[config.mk]
export PLATFORM = sky130hd
export DESIGN_NAME = oam_dma_engine
export DESIGN_NICKNAME = d
export VERILOG_FILES = /design/src/rtl/ppu_pkg.sv /design/src/rtl/oam_dma_engine.sv
export SDC_FILE = /design/constraint.sdc
export NUM_CORES = 1
export LEC_CHECK = 0
export BUFFER_PORTS_ARGS = -buffer_cell sky130_fd_sc_hd__buf_2
export CORE_AREA = 2 2 65 67
export CTS_CLUSTER_SIZE = 30
export DETAILED_ROUTE_END_ITERATION = 10
export DIE_AREA = 0 0 67 69
export GPL_TIMING_DRIVEN = 0
export HOLD_SLACK_MARGIN = 0.12
export PLACE_DENSITY = 0.81
export SLEW_MARGIN = 25
export SYNTH_ARGS = -nofsm -noshare
export SYNTH_HDL_FRONTEND = slang
export SYNTH_SLANG_ARGS = --single-unit
export TNS_END_PERCENT = 5
[constraint.sdc]
create_clock -name clk -period 4.94 [get_ports clk]
set_input_delay 0.247 -clock clk [delete_from_list [all_inputs] [get_ports clk]]
set_output_delay 0.247 -clock clk [all_outputs]
set_load 0.02 [all_outputs]
[src/rtl/ppu_pkg.sv]
// rtl/ppu_pkg.sv - shared PPU register-bus constants and the OAM DMA state type
package ppu_pkg;

    localparam logic [2:0] PPU_PPUCTRL   = 3'h0;
    localparam logic [2:0] PPU_PPUMASK   = 3'h1;
    localparam logic [2:0] PPU_PPUSTATUS = 3'h2;
    localparam logic [2:0] PPU_OAMADDR   = 3'h3;
    localparam logic [2:0] PPU_OAMDATA   = 3'h4;
    localparam logic [2:0] PPU_PPUSCROLL = 3'h5;
    localparam logic [2:0] PPU_PPUADDR   = 3'h6;
    localparam logic [2:0] PPU_PPUDATA   = 3'h7;

    localparam logic RW_READ  = 1'b0;
    localparam logic RW_WRITE = 1'b1;

    typedef enum logic [2:0] {
        IDLE  = 3'd0,
        HALT  = 3'd1,
        ALIGN = 3'd2,
        READ  = 3'd3,
        WRITE = 3'd4
    } dma_state_t;

endpackage

[src/rtl/oam_dma_engine.sv]
// rtl/oam_dma_engine.sv - $4014 OAM DMA: copies one CPU page into PPU OAMDATA
module oam_dma_engine
    import ppu_pkg::*;
#(
    parameter logic [2:0] OAMDATA_REG = PPU_OAMDATA,
    parameter int         NUM_BYTES   = 256
) (
    input  logic        clk,
    input  logic        rst,
    input  logic        cpu_ce,
    input  logic        cpu_odd,
    input  logic        reg_wr,
    input  logic [7:0]  reg_data,
    output logic [15:0] mem_addr,
    output logic        mem_rd,
    input  logic [7:0]  mem_data_in,
    output logic        ppu_cs_n,
    output logic [2:0]  ppu_address,
    output logic        ppu_rw,
    output logic [7:0]  ppu_data_out,
    output logic        dma_active,
    output logic        dma_done
);

    localparam logic [7:0] LAST_IDX = 8'(NUM_BYTES - 1);

    dma_state_t  state_q, state_d;
    logic [7:0]  idx_q, idx_d;
    logic [7:0]  page_q, page_d;
    logic [7:0]  latch_q, latch_d;
    logic        done_d;
    logic        active_d, mem_rd_d, cs_n_d, rw_d;
    logic [15:0] mem_addr_d;
    logic [2:0]  address_d;
    logic [7:0]  data_out_d;

    always_comb begin
        state_d = state_q;
        idx_d   = idx_q;
        page_d  = page_q;
        latch_d = latch_q;
        done_d  = 1'b0;
        if (cpu_ce) begin
            case (state_q)
                IDLE: begin
                    if (reg_wr) begin
                        page_d  = reg_data;
                        idx_d   = 8'h00;
                        state_d = HALT;
                    end
                end
                HALT:  state_d = cpu_odd ? ALIGN : READ;
                ALIGN: state_d = READ;
                READ: begin
                    latch_d = mem_data_in;
                    state_d = WRITE;
                end
                WRITE: begin
                    if (idx_q == LAST_IDX) begin
                        state_d = IDLE;
                        done_d  = 1'b1;
                    end else begin
                        idx_d   = idx_q + 8'd1;
                        state_d = READ;
                    end
                end
                default: state_d = IDLE;
            endcase
        end

        // Outputs are decoded from the next state so they change only on strobe edges.
        active_d   = (state_d != IDLE);
        mem_rd_d   = (state_d == READ);
        mem_addr_d = (state_d == READ) ? {page_d, idx_d} : 16'h0000;
        cs_n_d     = (state_d != WRITE);
        rw_d       = (state_d == WRITE) ? RW_WRITE : RW_READ;
        address_d  = (state_d == WRITE) ? OAMDATA_REG : 3'h0;
        data_out_d = (state_d == WRITE) ? latch_d : 8'h00;
    end

    always_ff @(posedge clk) begin
        if (rst) begin
            state_q      <= IDLE;
            idx_q        <= 8'h00;
            page_q       <= 8'h00;
            latch_q      <= 8'h00;
            dma_active   <= 1'b0;
            dma_done     <= 1'b0;
            mem_rd       <= 1'b0;
            mem_addr     <= 16'h0000;
            ppu_cs_n     <= 1'b1;
            ppu_rw       <= RW_READ;
            ppu_address  <= 3'h0;
            ppu_data_out <= 8'h00;
        end else begin
            state_q      <= state_d;
            idx_q        <= idx_d;
            page_q       <= page_d;
            latch_q      <= latch_d;
            dma_active   <= active_d;
            dma_done     <= done_d;
            mem_rd       <= mem_rd_d;
            mem_addr     <= mem_addr_d;
            ppu_cs_n     <= cs_n_d;
            ppu_rw       <= rw_d;
            ppu_address  <= address_d;
            ppu_data_out <= data_out_d;
        end
    end

endmodule
==> metrics, run 1 <==
Worst VDD drop=between 0.15 and 0.2 mV; final setup fails=0; Hold Vio Cnt, Final=0; Comb power frac=under 10%; fraction of registers with async set or reset after synthesis=0%; Post-Place Cells=around 320; Worst setup EP type=register; Setup TNS=0 ps; Placement Setup Slack=2810 ps; later-pin clock latency in the skew report=310 ps; reg2reg start=idx_q[1]$_SDFF_PP0_; Leakage=approximately 1.2 nW; vias post-DR=~1700; Seq pwr share=between 60% and 70%; slew of the pin with the lowest slew margin=~640 ps; FMAX=0.462 GHz; Layout Area Growth over Synthesis=18.9%; Max-slew headroom=a little under three fifths; synth warn=0; fillers=about 340; Worst R2R Path Depth=8; Core Box Area=~0.0039 mm2; Net Sw Frac=24.0%; Final WS setup=roughly 2800 ps; CTS buffer count=5; overall routing resource usage=around 20%; largest net degree at the start of global routing=18; CTS resizes=0; Seq. cell area=0.00112 mm2; Post-synth EDFFs=0; most common cell after layout, fill and taps aside=dfxtp_1; non-filler cells, final=323; share of cells above drive strength 1=~26%; number of global-route vias before repair=1557; CTS tree=done; CTS H-tree depth=2; register bit total from synthesis=56; Hold Buf Count CTS=0; min Tclk post-route=between 2000 and 2500 ps; Clock Skew=between 8 and 9 ps; Distinct cells, synth=between 40 and 50; routed length per instance=between 10 and 15 um; startpoint types=register; commonest non-fill, non-tap cells in the layout=56 x dfxtp_1, 52 x buf_2, 22 x nor2_1, 18 x a21oi_1, 17 x mux2i_1; ANT cells=0; Residual DRC=0; RSZ-0062 raised after global routing=no; R2R Path End=mem_addr[8]$_SDFF_PP0_; status=complete, no violations; Hold Crit Endpoint=state_q[2]$_SDFF_PP0_; grt ovf=0; final period utilization=43.8%; Hold Crit Class=input pin to register; mapped cell area=~0.0021 mm2; gp weighted congestion=around 0.93; WP data arrival=roughly 2400 ps; Die H=around 69 um; Setup crit start=idx_q[1]$_SDFF_PP0_; Sink Count=56; number of port buffers=slightly below 50; DRT iter0 DRCs=133; Worst-path clk slew=around 90 ps; I/O pin total=53; dpl hpwl=2.90 mm; average cell area after synthesis=9.85 um2; die width=67 um; Clock Power Share=32.6%; row cnt=23; Worst Hold Slack=about 150 ps; initial antenna violation count=0; Multi-input gate area=868 um2; vias per cell=between 5 and 6; clk buf depth=2; Initial Utilization=a little over half; Syn Inst Count=between 200 and 250; drt first pass iters=6; DRT antenna net count=0; r2r setup slk=2780 ps; HP Start=rst; Final Max Tran Viols=0; P_sw=0.183 mW; pwr/cell area=~300 mW/mm2; Seq/Total Area, Yosys=between 50% and 60%; Crit Path Class=register to register; Critical Path RT=5140 ps; Power Internal=roughly 0.58 mW; maxcap violations=0; first-pass GRT wire length=roughly 7.0 mm; Hold Path Stages=2; crit path max fanout=10; Die ar.=between 0.004 and 0.005 mm2; final WL=4.17 mm; Top FF cell, synth=dfxtp_1; Root Driver=clkbuf_8; nets=294; # Post-CTS Setup Buffers=0
==> synth_stat cells, types with 2 or more instances <==
cell / n / area (um2)
nand3_1: 3 / 15.0
o21ai_0: 8 / 40.0
and3_1: 3 / 18.8
clkbuf_1: 10 / 37.5
nor3_1: 12 / 60.1
buf_4: 3 / 22.5
dfxtp_1: 56 / 1120
mux2i_1: 17 / 170
a22oi_1: 3 / 22.5
o211a_1: 3 / 30.0
nand2_1: 9 / 33.8
inv_1: 2 / 7.51
a21oi_1: 18 / 90.1
a211oi_1: 5 / 37.5
buf_2: 3 / 15.0
a31oi_1: 4 / 25.0
nand4_1: 3 / 18.8
nor2_1: 22 / 82.6
buf_6: 3 / 33.8
nor3b_1: 2 / 15.0
==> power by group through the flow <==
stage               registers (mW)  logic (mW)  clock network (mW)
floorplan                    0.472      0.0368                   0
detailed placement           0.470      0.0565                   0
global placement             0.470      0.0555                   0
global route                 0.460      0.0628               0.276
CTS                          0.459      0.0567               0.254
finish                       0.459      0.0567               0.249
==> cells by family after synthesis <==
logic type | after synthesis | synth area share, %
simple gates | 65 | 15.7
flops | 56 | 53.0
compound gates | 52 | 16.0
buf+inv | 22 | 6.21
mux | 17 | 8.04
fa+ha+maj | 1 | 0.591
other cells | 1 | 0.177
xor+xnor | 1 | 0.414
==> state kept, by name (all words and copies together), names as in the netlist <==
signal,cells
latch_q,8
state_q,3
idx_q,8
page_q,8
ppu_cs_n,1
ppu_address,1
ppu_data_out,8
mem_rd,1
dma_done,1
dma_active,1
mem_addr,16
==> area by class of cell <==
| cell class | instances | share of cell area, % |
|---|---|---|
| Buffer | 20 | 4.92 |
| Clock buffer | 6 | 2.88 |
| Clock inverter | 2 | 0.646 |
| Inverter | 2 | 0.298 |
| Multi-Input combinational cell | 138 | 34.5 |
| Sequential cell | 56 | 44.5 |
| Tap cell | 50 | 2.49 |
| Timing Repair Buffer | 49 | 9.74 |
==> critical path, stage by stage, from the launching register on <==
cell,delay [ps]
dfxtp_1,410
ha_1,220
and3_1,160
clkbuf_1,220
a21o_1,220
or2_1,110
clkbuf_1,320
buf_2,290
a21oi_1,90
==> per-layer routing <==
metal | wire, um | up-vias | track usage, %
li1 | - | 874 | -
met1 | 1880 | 807 | 25.7
met2 | 1990 | 52 | 29.6
met3 | 228 | 9 | 7.18
met4 | 72 | 0 | 7.26
met5 | 0 | - | 0
==> worst max path at each step <==
| stage | to | slack (ps) | cells past startpoint |
|---|---|---|---|
| after global placement | mem_addr[11]$_SDFF_PP0_ | 2830 | 8 |
| after CTS | mem_addr[11]$_SDFF_PP0_ | 2780 | 8 |
| after global routing | mem_addr[15]$_SDFF_PP0_ | 2600 | 8 |
| after detailed placement | mem_addr[11]$_SDFF_PP0_ | 2810 | 8 |
| after floorplan | mem_addr[6]$_SDFF_PP0_ | 3190 | 8 |
| final | mem_addr[8]$_SDFF_PP0_ | 2780 | 8 |
==> metrics by stage <==
stage / instance area, um2 / total power [mW] / util (%)
2_1_floorplan: 2120 / 0.508 / -
3_3_place_gp: 2430 / 0.525 / 62.1
3_5_place_dp: 2430 / 0.526 / 62.1
4_1_cts: 2520 / 0.770 / 64.3
5_1_grt: 2520 / 0.799 / 64.3
6_report: 2520 / 0.765 / 64.3
(Power assumes the default switching activity.)
==> run 2: changes to the inputs <==
- CORE_AREA: 2 2 65 67 -> 2 2 67 69
- DIE_AREA: 0 0 67 69 -> 0 0 69 71
- PLACE_DENSITY: 0.81 -> 0.77
- clock period: 4.94 -> 2 ns (I/O delays scaled with it)
==> run 2 against run 1 <==
  * First-iteration DRC count down 49%
  * Fmax up 15%
  * Non-clock buffer count rose by 16
  * Wire length grew 4.7%
  * Count of clock-buffer cells in the layout is the same
  * Sequential share of layout area fell by 3.4 points
  * Critical path type unchanged
  * Largest power group unchanged
==> metrics, run 2 (same netlist as run 1, synthesis figures left out) <==
ANT cells=0 (unchanged); Most flops, register=mem_addr; overall routing resource usage=18.4% (-1.3 points); final period utilization=93.8% (+50 points); vias post-DR=1783 (+2.4%); Initial Utilization=50.4% (-3.7 points); Worst-path clk slew=100 ps (about the same); I/O pin total=53 (unchanged); Root Driver=clkbuf_8; non-filler cells, final=341 (+5.6%); min Tclk post-route=1880 ps (-288 ps); Crit Path Class=register to register; number of global-route vias before repair=1614 (+3.7%); fillers=352 (+2.3%); Die H=71 um (+2.9%); Largest register FFs=16 (unchanged); DRT iter0 DRCs=68 (-49%); dpl hpwl=2.89 mm (-0.14%); largest net degree at the start of global routing=18 (unchanged); Hold Crit Class=input pin to register; CTS tree=done; Post-Place Cells=317 (+0.63%); slew of the pin with the lowest slew margin=631 ps (-9.99 ps); initial antenna violation count=0 (unchanged); nets=310 (+5.4%); clk buf depth=2 (unchanged); Worst VDD drop=0.538 mV (+180%); WP data arrival=2120 ps (-250 ps); design area=0.00272 mm2 (+8.2%); drt first pass iters=4 (-2); Leakage=1.25 nW (+8.4%); status=complete, no violations; routed length per instance=12.8 um (-0.81%); DRT antenna net count=0 (unchanged); # Post-CTS Setup Buffers=0 (unchanged); vias per cell=5.23 (-3.0%); CTS H-tree depth=2 (unchanged); Core Box Area=0.00420 mm2 (+7.4%); gp weighted congestion=0.903 (-2.5%); Layout Area Growth over Synthesis=28.6%; Sink Count=56 (unchanged); RSZ-0062 raised after global routing=no; Worst Hold Slack=158 ps (+4.63 ps); Clock Skew=4.64 ps (-4.15 ps); crit path max fanout=10 (unchanged); maxcap violations=0 (unchanged); row cnt=24 (+4.3%); Setup TNS=0 ps (unchanged); grt ovf=0 (unchanged); first-pass GRT wire length=7.24 mm (+3.0%); Residual DRC=0 (unchanged); later-pin clock latency in the skew report=310 ps (about the same); most common cell after layout, fill and taps aside=dfxtp_1; final setup fails=0 (unchanged); DP Area=0.00243 mm2 (+0.10%); startpoint types=register; number of port buffers=49 (unchanged); Max-slew headroom=57.5% (+0.67 points); Die ar.=0.00490 mm2 (+6.0%); pwr/cell area=749 mW/mm2 (+150%); Critical Path RT=2240 ps (-2900 ps); die width=69 um (+3.0%); share of cells above drive strength 1=26.3% (+0.66 points); FMAX=0.533 GHz (+15%); CTS buffer count=5 (unchanged); commonest non-fill, non-tap cells in the layout=56 x dfxtp_1, 52 x buf_2, 22 x nor2_1, 18 x a21oi_1; final WL=4.37 mm (+4.7%); Final Max Tran Viols=0 (unchanged); Worst setup EP type=register; Hold Vio Cnt, Final=0 (unchanged)
-- run 2: what timing repair did --
action                     in CTS  in global routing
cloned                          0                  0
hold endpoints to repair       26                  0
hold buffers                   17                  0
setup endpoints to repair      10                 15
gates resized for setup         1                  7
-- run 2: worst paths after layout --
| kind | from | endpoint | slack [ps] | cells after the start |
|---|---|---|---|---|
| max reg2reg | state_q[1]$_SDFF_PP0_ | mem_addr[10]$_SDFF_PP0_ | 120 | 7 |
| min | cpu_odd | state_q[0]$_SDFF_PP0_ | 160 | 4 |
| min reg2reg | page_q[2]$_SDFF_PP0_ | page_q[2]$_SDFF_PP0_ | 500 | 2 |
| max | state_q[1]$_SDFF_PP0_ | mem_addr[10]$_SDFF_PP0_ | 120 | 7 |
-- run 2: worst max-delay path: stages, from the launching register on --
cell and delay [ps]:
dfxtp_1 340, buf_6 140, nor2_2 40, or4b_4 490
a2111o_1 390, buf_6 150, buf_8 130, a21oi_1 120
-- run 2: routing by layer --
metal	vias up	routed length, um	share of wire (%)	track usage (%)
met4	0	82	1.9	8.50
li1	912	-	-	-
met1	817	2100	48	23.3
met5	-	0	0	0
met3	8	205	4.7	4.84
met2	46	1980	45	29.4
-- run 2: cell type report --
| type | count | area, um2 | share of cell area, % |
|---|---|---|---|
| plain buffers | 19 | 124 | 4.55 |
| clock buffers | 6 | 72.6 | 2.67 |
| clock inverters | 2 | 38.8 | 1.42 |
| inverters | 2 | 7.51 | 0.276 |
| multi-input cells | 138 | 878 | 32.3 |
| flip-flops and latches | 56 | 1120 | 41.2 |
| well taps | 52 | 65.1 | 2.39 |
| repair buffers | 66 | 415 | 15.3 |
-- run 2: stage by stage --
step / util [%] / worst slack, ps / power, mW
after global routing: 64.8 / 49.6 / 2.11
after floorplan: - / 246 / 1.26
after detailed placement: 57.8 / -160 / 1.30
after CTS: 64.5 / 67.3 / 2.05
after global placement: 57.8 / -118 / 1.30
final: 64.8 / 124 / 2.04
-- run 2: power breakdown --
part,leakage [nW],switching [mW],internal (mW)
Clock,0.0558,0.358,0.379
Combinational,0.745,0.0873,0.0801
Sequential,0.452,0.00438,1.13
Total,1.25,0.450,1.59
